**src/rtl/instr_encoder_loader_if.sv**
```systemverilog
// rtl/instr_encoder_loader_if.sv - descriptor stream and instruction-memory write bus
interface instr_encoder_loader_if #(
    parameter int ADDR_W = 8
);
    logic              in_valid;
    logic              in_ready;
    logic [4:0]        op_code;
    logic [4:0]        rd;
    logic [4:0]        rs1;
    logic [4:0]        rs2;
    logic [12:0]       imm;
    logic              last;
    logic              im_wen;
    logic [ADDR_W-1:0] im_addr;
    logic [31:0]       im_wdata;

    modport master (
        output in_valid, op_code, rd, rs1, rs2, imm, last,
        input  in_ready, im_wen, im_addr, im_wdata
    );

    modport slave (
        input  in_valid, op_code, rd, rs1, rs2, imm, last,
        output in_ready, im_wen, im_addr, im_wdata
    );
endinterface

```
**src/rtl/instr_encoder_loader.sv**
```systemverilog
// rtl/instr_encoder_loader.sv - encodes RV32I descriptors and loads them into instruction memory
module instr_encoder_loader #(
    parameter int ADDR_W = 8,
    parameter int DEPTH  = 256,
    parameter int BASE   = 0
) (
    input  logic                      clk,
    input  logic                      rst_n,
    input  logic                      start,
    instr_encoder_loader_if.slave     bus,
    output logic                      busy,
    output logic                      done,
    output logic                      err,
    output logic [ADDR_W:0]           count
);
    localparam logic [6:0]        OPC_R    = 7'b0110011;
    localparam logic [6:0]        OPC_I    = 7'b0010011;
    localparam logic [6:0]        OPC_LW   = 7'b0000011;
    localparam logic [6:0]        OPC_SW   = 7'b0100011;
    localparam logic [6:0]        OPC_BEQ  = 7'b1100011;
    localparam logic [31:0]       NOP      = 32'h0000_0013;
    localparam logic [ADDR_W+1:0] DEPTH_L  = (ADDR_W+2)'(DEPTH);
    localparam logic [ADDR_W-1:0] BASE_L   = ADDR_W'(BASE);

    typedef enum logic [1:0] {IDLE, LOAD, DRAIN, DONE} state_t;

    state_t            state;
    logic              wen_q;
    logic [ADDR_W-1:0] addr_q;
    logic [31:0]       wdata_q;

    logic [4:0]        rd, rs1, rs2;
    logic [12:0]       imm;
    logic [ADDR_W+1:0] fill;
    logic              ready_c;
    logic              accept;
    logic [31:0]       enc_word;
    logic              enc_bad;

    assign rd  = bus.rd;
    assign rs1 = bus.rs1;
    assign rs2 = bus.rs2;
    assign imm = bus.imm;

    // fill counts the word still in flight so the DEPTH limit is never overrun
    assign fill    = {1'b0, count} + {{(ADDR_W+1){1'b0}}, wen_q};
    assign ready_c = (state == LOAD) && (fill < DEPTH_L);
    assign accept  = bus.in_valid && ready_c;

    always_comb begin
        enc_word = NOP;
        enc_bad  = 1'b0;
        case (bus.op_code)
            5'd0:  enc_word = {7'h00, rs2, rs1, 3'b000, rd, OPC_R};
            5'd1:  enc_word = {7'h20, rs2, rs1, 3'b000, rd, OPC_R};
            5'd2:  enc_word = {7'h00, rs2, rs1, 3'b001, rd, OPC_R};
            5'd3:  enc_word = {7'h00, rs2, rs1, 3'b010, rd, OPC_R};
            5'd4:  enc_word = {7'h00, rs2, rs1, 3'b011, rd, OPC_R};
            5'd5:  enc_word = {7'h00, rs2, rs1, 3'b100, rd, OPC_R};
            5'd6:  enc_word = {7'h00, rs2, rs1, 3'b101, rd, OPC_R};
            5'd7:  enc_word = {7'h20, rs2, rs1, 3'b101, rd, OPC_R};
            5'd8:  enc_word = {7'h00, rs2, rs1, 3'b110, rd, OPC_R};
            5'd9:  enc_word = {7'h00, rs2, rs1, 3'b111, rd, OPC_R};
            5'd10: enc_word = {imm[11:0], rs1, 3'b000, rd, OPC_I};
            5'd11: enc_word = {imm[11:0], rs1, 3'b010, rd, OPC_I};
            5'd12: enc_word = {imm[11:0], rs1, 3'b011, rd, OPC_I};
            5'd13: enc_word = {imm[11:0], rs1, 3'b100, rd, OPC_I};
            5'd14: enc_word = {imm[11:0], rs1, 3'b110, rd, OPC_I};
            5'd15: enc_word = {imm[11:0], rs1, 3'b111, rd, OPC_I};
            5'd16: enc_word = {7'h00, imm[4:0], rs1, 3'b001, rd, OPC_I};
            5'd17: enc_word = {7'h00, imm[4:0], rs1, 3'b101, rd, OPC_I};
            5'd18: enc_word = {7'h20, imm[4:0], rs1, 3'b101, rd, OPC_I};
            5'd19: enc_word = {imm[11:0], rs1, 3'b010, rd, OPC_LW};
            5'd20: enc_word = {imm[11:5], rs2, rs1, 3'b010, imm[4:0], OPC_SW};
            5'd21: enc_word = {imm[12], imm[10:5], rs2, rs1, 3'b000, imm[4:1], imm[11], OPC_BEQ};
            default: begin
                enc_word = NOP;
                enc_bad  = 1'b1;
            end
        endcase
    end

    always_ff @(posedge clk) begin
        if (!rst_n) begin
            state   <= IDLE;
            wen_q   <= 1'b0;
            addr_q  <= '0;
            wdata_q <= '0;
            count   <= '0;
            err     <= 1'b0;
        end else begin
            wen_q <= accept;
            if (accept) begin
                wdata_q <= enc_word;
                if (enc_bad) err <= 1'b1;
            end
            if (wen_q) begin
                addr_q <= addr_q + 1'b1;
                count  <= count + 1'b1;
            end
            case (state)
                IDLE, DONE: begin
                    if (start) begin
                        state  <= LOAD;
                        count  <= '0;
                        err    <= 1'b0;
                        addr_q <= BASE_L;
                    end
                end
                LOAD: begin
                    if (accept && bus.last) begin
                        state <= DRAIN;
                    end else if (wen_q && fill == DEPTH_L) begin
                        // capacity exhausted before the program ended
                        state <= DONE;
                        err   <= 1'b1;
                    end
                end
                DRAIN: begin
                    if (wen_q) state <= DONE;
                end
                default: state <= IDLE;
            endcase
        end
    end

    assign bus.in_ready = ready_c;
    assign bus.im_wen   = wen_q;
    assign bus.im_addr  = addr_q;
    assign bus.im_wdata = wdata_q;
    assign busy         = (state == LOAD) || (state == DRAIN);
    assign done         = (state == DONE);
endmodule

```
**src/flat_wrapper.sv**
```systemverilog
// flat-port wrapper written by rule: the top's interface ports become plain ports
module instr_encoder_loader_flat 
#(
    parameter int ADDR_W = 8,
    parameter int DEPTH  = 256,
    parameter int BASE   = 0
)
  (clk, rst_n, start, busy, done, err, count, bus_in_valid, bus_op_code, bus_rd, bus_rs1, bus_rs2, bus_imm, bus_last, bus_in_ready, bus_im_wen, bus_im_addr, bus_im_wdata);
  instr_encoder_loader_if #(.ADDR_W(ADDR_W)) bus_i ();
  input  logic clk;
  input  logic rst_n;
  input  logic start;
  output logic busy;
  output logic done;
  output logic err;
  output logic [ADDR_W:0] count;
  input wire logic [$bits(bus_i.in_valid)-1:0] bus_in_valid;
  input wire logic [$bits(bus_i.op_code)-1:0] bus_op_code;
  input wire logic [$bits(bus_i.rd)-1:0] bus_rd;
  input wire logic [$bits(bus_i.rs1)-1:0] bus_rs1;
  input wire logic [$bits(bus_i.rs2)-1:0] bus_rs2;
  input wire logic [$bits(bus_i.imm)-1:0] bus_imm;
  input wire logic [$bits(bus_i.last)-1:0] bus_last;
  output wire logic [$bits(bus_i.in_ready)-1:0] bus_in_ready;
  output wire logic [$bits(bus_i.im_wen)-1:0] bus_im_wen;
  output wire logic [$bits(bus_i.im_addr)-1:0] bus_im_addr;
  output wire logic [$bits(bus_i.im_wdata)-1:0] bus_im_wdata;
  assign bus_i.in_valid = bus_in_valid;
  assign bus_i.op_code = bus_op_code;
  assign bus_i.rd = bus_rd;
  assign bus_i.rs1 = bus_rs1;
  assign bus_i.rs2 = bus_rs2;
  assign bus_i.imm = bus_imm;
  assign bus_i.last = bus_last;
  assign bus_in_ready = bus_i.in_ready;
  assign bus_im_wen = bus_i.im_wen;
  assign bus_im_addr = bus_i.im_addr;
  assign bus_im_wdata = bus_i.im_wdata;
  instr_encoder_loader #(.ADDR_W(ADDR_W), .DEPTH(DEPTH), .BASE(BASE)) u_core (.clk(clk), .rst_n(rst_n), .start(start), .bus(bus_i), .busy(busy), .done(done), .err(err), .count(count));
endmodule
```
**config.mk**
```make
export PLATFORM = sky130hd
export DESIGN_NAME = instr_encoder_loader_flat
export DESIGN_NICKNAME = d
export VERILOG_FILES = /design/src/rtl/instr_encoder_loader_if.sv /design/src/rtl/instr_encoder_loader.sv /design/src/flat_wrapper.sv
export SDC_FILE = /design/constraint.sdc
export NUM_CORES = 1
export LEC_CHECK = 0
export CAP_MARGIN = 20
export CORE_ASPECT_RATIO = 1.5
export CORE_MARGIN = 2
export CORE_UTILIZATION = 46
export CTS_CLUSTER_SIZE = 16
export DETAILED_ROUTE_END_ITERATION = 7
export PLACE_DENSITY_LB_ADDON = 0.08
export RECOVER_POWER = 25
export SETUP_SLACK_MARGIN = 0.1
export SYNTH_ARGS = -nofsm -noshare
export SYNTH_HDL_FRONTEND = slang
export SYNTH_SLANG_ARGS = --single-unit
```
**constraint.sdc**
```tcl
create_clock -name clk -period 2.3 [get_ports clk]
set_input_delay 0.46 -clock clk [delete_from_list [all_inputs] [get_ports clk]]
set_output_delay 0.46 -clock clk [all_outputs]
set_load 0.005 [all_outputs]
```
==> results.sh <==
export IMPL_powerDensity_mw_per_mm2=579
export IMPL_cts_tree="yes"
export IMPL_htree_levels=2
export IMPL_yosysSeqAreaShare_pct=36.9
export IMPL_cts_made_buffers=5
export IMPL_power_leakage_nw=1.54
export IMPL_p_clk_share_pct=22.6
export IMPL_sw_frac_of_total_pct=30.9
export IMPL_synth_area_per_cell_sq_um=8.41
export IMPL_grt_pass1_vias=2723
export IMPL_drive_gt1_share_pct=12.7
export IMPL_grt_setup_unrepaired="no"
export IMPL_grt_pass1_wl_um=12200
export IMPL_pwr_share_seq_pct=44.1
export IMPL_post_cts_hold_buffer_count=0
export IMPL_critical_path_class="reg2out"
export IMPL_rows=34
export IMPL_intPower_mw=1.58
export IMPL_hold_class="reg2reg"
export IMPL_start_util_pct=47.3
export IMPL_vias=2770
export IMPL_die_area_sq_mm=0.00655
export IMPL_root_buffer="clkbuf_8"
export IMPL_cp_start_kind="flip-flop"
export IMPL_busiest_layer="met2"
export IMPL_pin_count=92
export IMPL_drt_pass1_iter_count=4
export IMPL_synth_cell_type_count=57
export IMPL_pre_cts_ws_ps=-79.2
export IMPL_fin_crit_ps=2110
export IMPL_drtIter0Drc=146
export IMPL_synth_top_cells_by_count="dfxtp_1 (50), nor2_1 (34), nand2_1 (31)"
export IMPL_maxCapViolCount=0
export IMPL_ys_seq_elements=50
export IMPL_routedWlPerCell_um=15.2
export IMPL_met2_usage_pct=43.1
export IMPL_instances_no_fill=498
export IMPL_antenna_cells=0
export IMPL_critPathRequiredTime_ps=1840
export IMPL_worstPathMaxFanout=5
export IMPL_globalRouteMet3Util_pct=5.30
export IMPL_met1_usage_pct=24.9
export IMPL_drc=0
export IMPL_clk_latency_ps=300
export IMPL_syn_inst=323
export IMPL_synth_enable_flop_cells=0
export IMPL_yosysMostFrequentCell="dfxtp_1"
export IMPL_timing_final_ws_setup_ps=186
export IMPL_grt_max_degree=27
export IMPL_cp_arrival_ps=1650
export IMPL_endpoint_kind="output port"
export IMPL_grt_usage_pct=23.6
export IMPL_cts_buffer_depth=2
export IMPL_ys_async_sr_fraction_pct=0
export IMPL_n_fill_cell=477
export IMPL_io_buffers=89
export IMPL_antenna_left=0
export IMPL_routed_wl_um=7550
export IMPL_via_per_inst=5.56
export IMPL_drv_slew=0
export IMPL_synth_main_ff_cell="dfxtp_1"
export IMPL_synth_area_leader_cell="dfxtp_1"
export IMPL_gp_congestion=0.900
export IMPL_finalHoldViolCount=0
export IMPL_syn_to_final_growth_pct=45.7
export IMPL_comb_power_share_pct=33.3
export IMPL_fmax_mhz=473
export IMPL_fin_nets=470
export IMPL_status="finished, final reports clean"
export IMPL_syn_area_sq_mm=0.00272
export IMPL_die_w_um=66.7
export IMPL_setup_viol=0
export IMPL_irDropWorstVdd_v=0.000506
export IMPL_antenna_found_initial=0
export IMPL_switching_power_uw=708
export IMPL_dp_cells=485
export IMPL_period_share_pct=91.9
export IMPL_synth_top_cell_area_share_pct=36.9
export IMPL_globalRouteOverflowTotal=0
export IMPL_die_h_um=98.1
export IMPL_cts_sinks=50
export IMPL_coreArea_sq_mm=0.00574
export IMPL_hpwlAfterDp_um=5890
export IMPL_synth_area_leaders="dfxtp_1 (37%), nor2_1 (4.7%), nand2_1 (4.3%)"
export IMPL_yosysWarnings=0
export IMPL_fin_worst_skew_ps=8.08
export IMPL_power_mw=2.29
export IMPL_clk_pin_slew_ps=90
[power groups by stage]
| stage | logic (mW) | clock network, mW | registers (mW) |
|---|---|---|---|
| after floorplan | 0.375 | 0 | 1.03 |
| after global placement | 0.750 | 0 | 1.02 |
| after detailed placement | 0.756 | 0 | 1.03 |
| after CTS | 0.758 | 0.534 | 1.01 |
| after global routing | 0.832 | 0.572 | 1.02 |
| final | 0.763 | 0.517 | 1.01 |
[worst paths after layout]
path,from,to,slack (ps),cells past startpoint
hold reg to reg,u_core.bus.im_wdata[17],u_core.bus.im_wdata[17],460,2
setup / recovery,u_core.state[0],busy,190,4
setup reg to reg,u_core.bus.im_wen,u_core.err,250,9
hold / removal,u_core.bus.im_wdata[17],u_core.bus.im_wdata[17],460,2
[routing by layer]
layer	routed length, um	vias up
met5	0	-
li1	-	1359
met4	259	0
met3	351	24
met1	2870	1297
met2	4060	90
[flip-flops by register name, indices dropped and copies added, names as in the netlist]
signal,cells
u_core.bus.im_addr,8
u_core.err,1
u_core.count,9
u_core.bus.im_wdata,29
u_core.state,2
u_core.bus.im_wen,1
[layout by cell type, fill, tap and decap left out, drive strengths merged, types with 6 or more instances in the layout]
master         count
nor2b             15
nand2             31
o211a              7
a21oi              9
nand4              6
xor2               8
nor3               7
clkdlybuf4s50     78
o21ai             13
dlygate4sd3       10
ha                 7
a21boi             9
nand3             12
dfxtp             50
buf               29
nor2              35
clkbuf             8
inv               11
[metrics by stage]
stage	hold WS [ps]	instance area (sq um)	TNS (ps)	util, %
2_1_floorplan	457	2720	0	-
3_3_place_gp	449	3770	-137	65.7
3_5_place_dp	457	3770	-330	65.7
4_1_cts	469	3890	0	67.8
5_1_grt	502	3960	0	68.9
6_report	464	3960	0	68.9
[cell type report]
cell class / instances / area, sq um / share of cell area (%)
Multi-Input combinational cell: 237 / 1610 / 40.6
Timing Repair Buffer: 120 / 1120 / 28.4
Sequential cell: 50 / 1000 / 25.4
Tap cell: 72 / 90.1 / 2.28
Clock buffer: 5 / 68.8 / 1.74
Inverter: 11 / 41.3 / 1.04
Clock inverter: 3 / 21.3 / 0.538
[worst max-delay path, stage by stage (launching register included)]
cell,delay (ps)
dfxtp_2,380
inv_1,50
ha_1,360
inv_1,70
clkdlybuf4s50_1,490
[repair_timing]
item,4_1_cts,5_1_grt
setup buffers,1,4
pin swaps,0,7
endpoints found under the setup margin,6,32
gates resized for setup,9,9
[cell families (layout without fill, tap and decap cells)]
logic type                 after synthesis  after routing  share of synthesized area, %
and+or+nand+nor                        130            130                          24.3
buffers and inverters                   37            139                          6.64
xor gates and xnor gates                13             13                          4.19
muxes                                    5              5                          1.84
adders and majority gates                7              7                          3.23
AOI/OAI and AO/OA                       80             80                          22.8
DFF                                     50             50                          36.9
other                                    1              2                         0.138
Note: power is estimated with default switching activity, not from simulation.
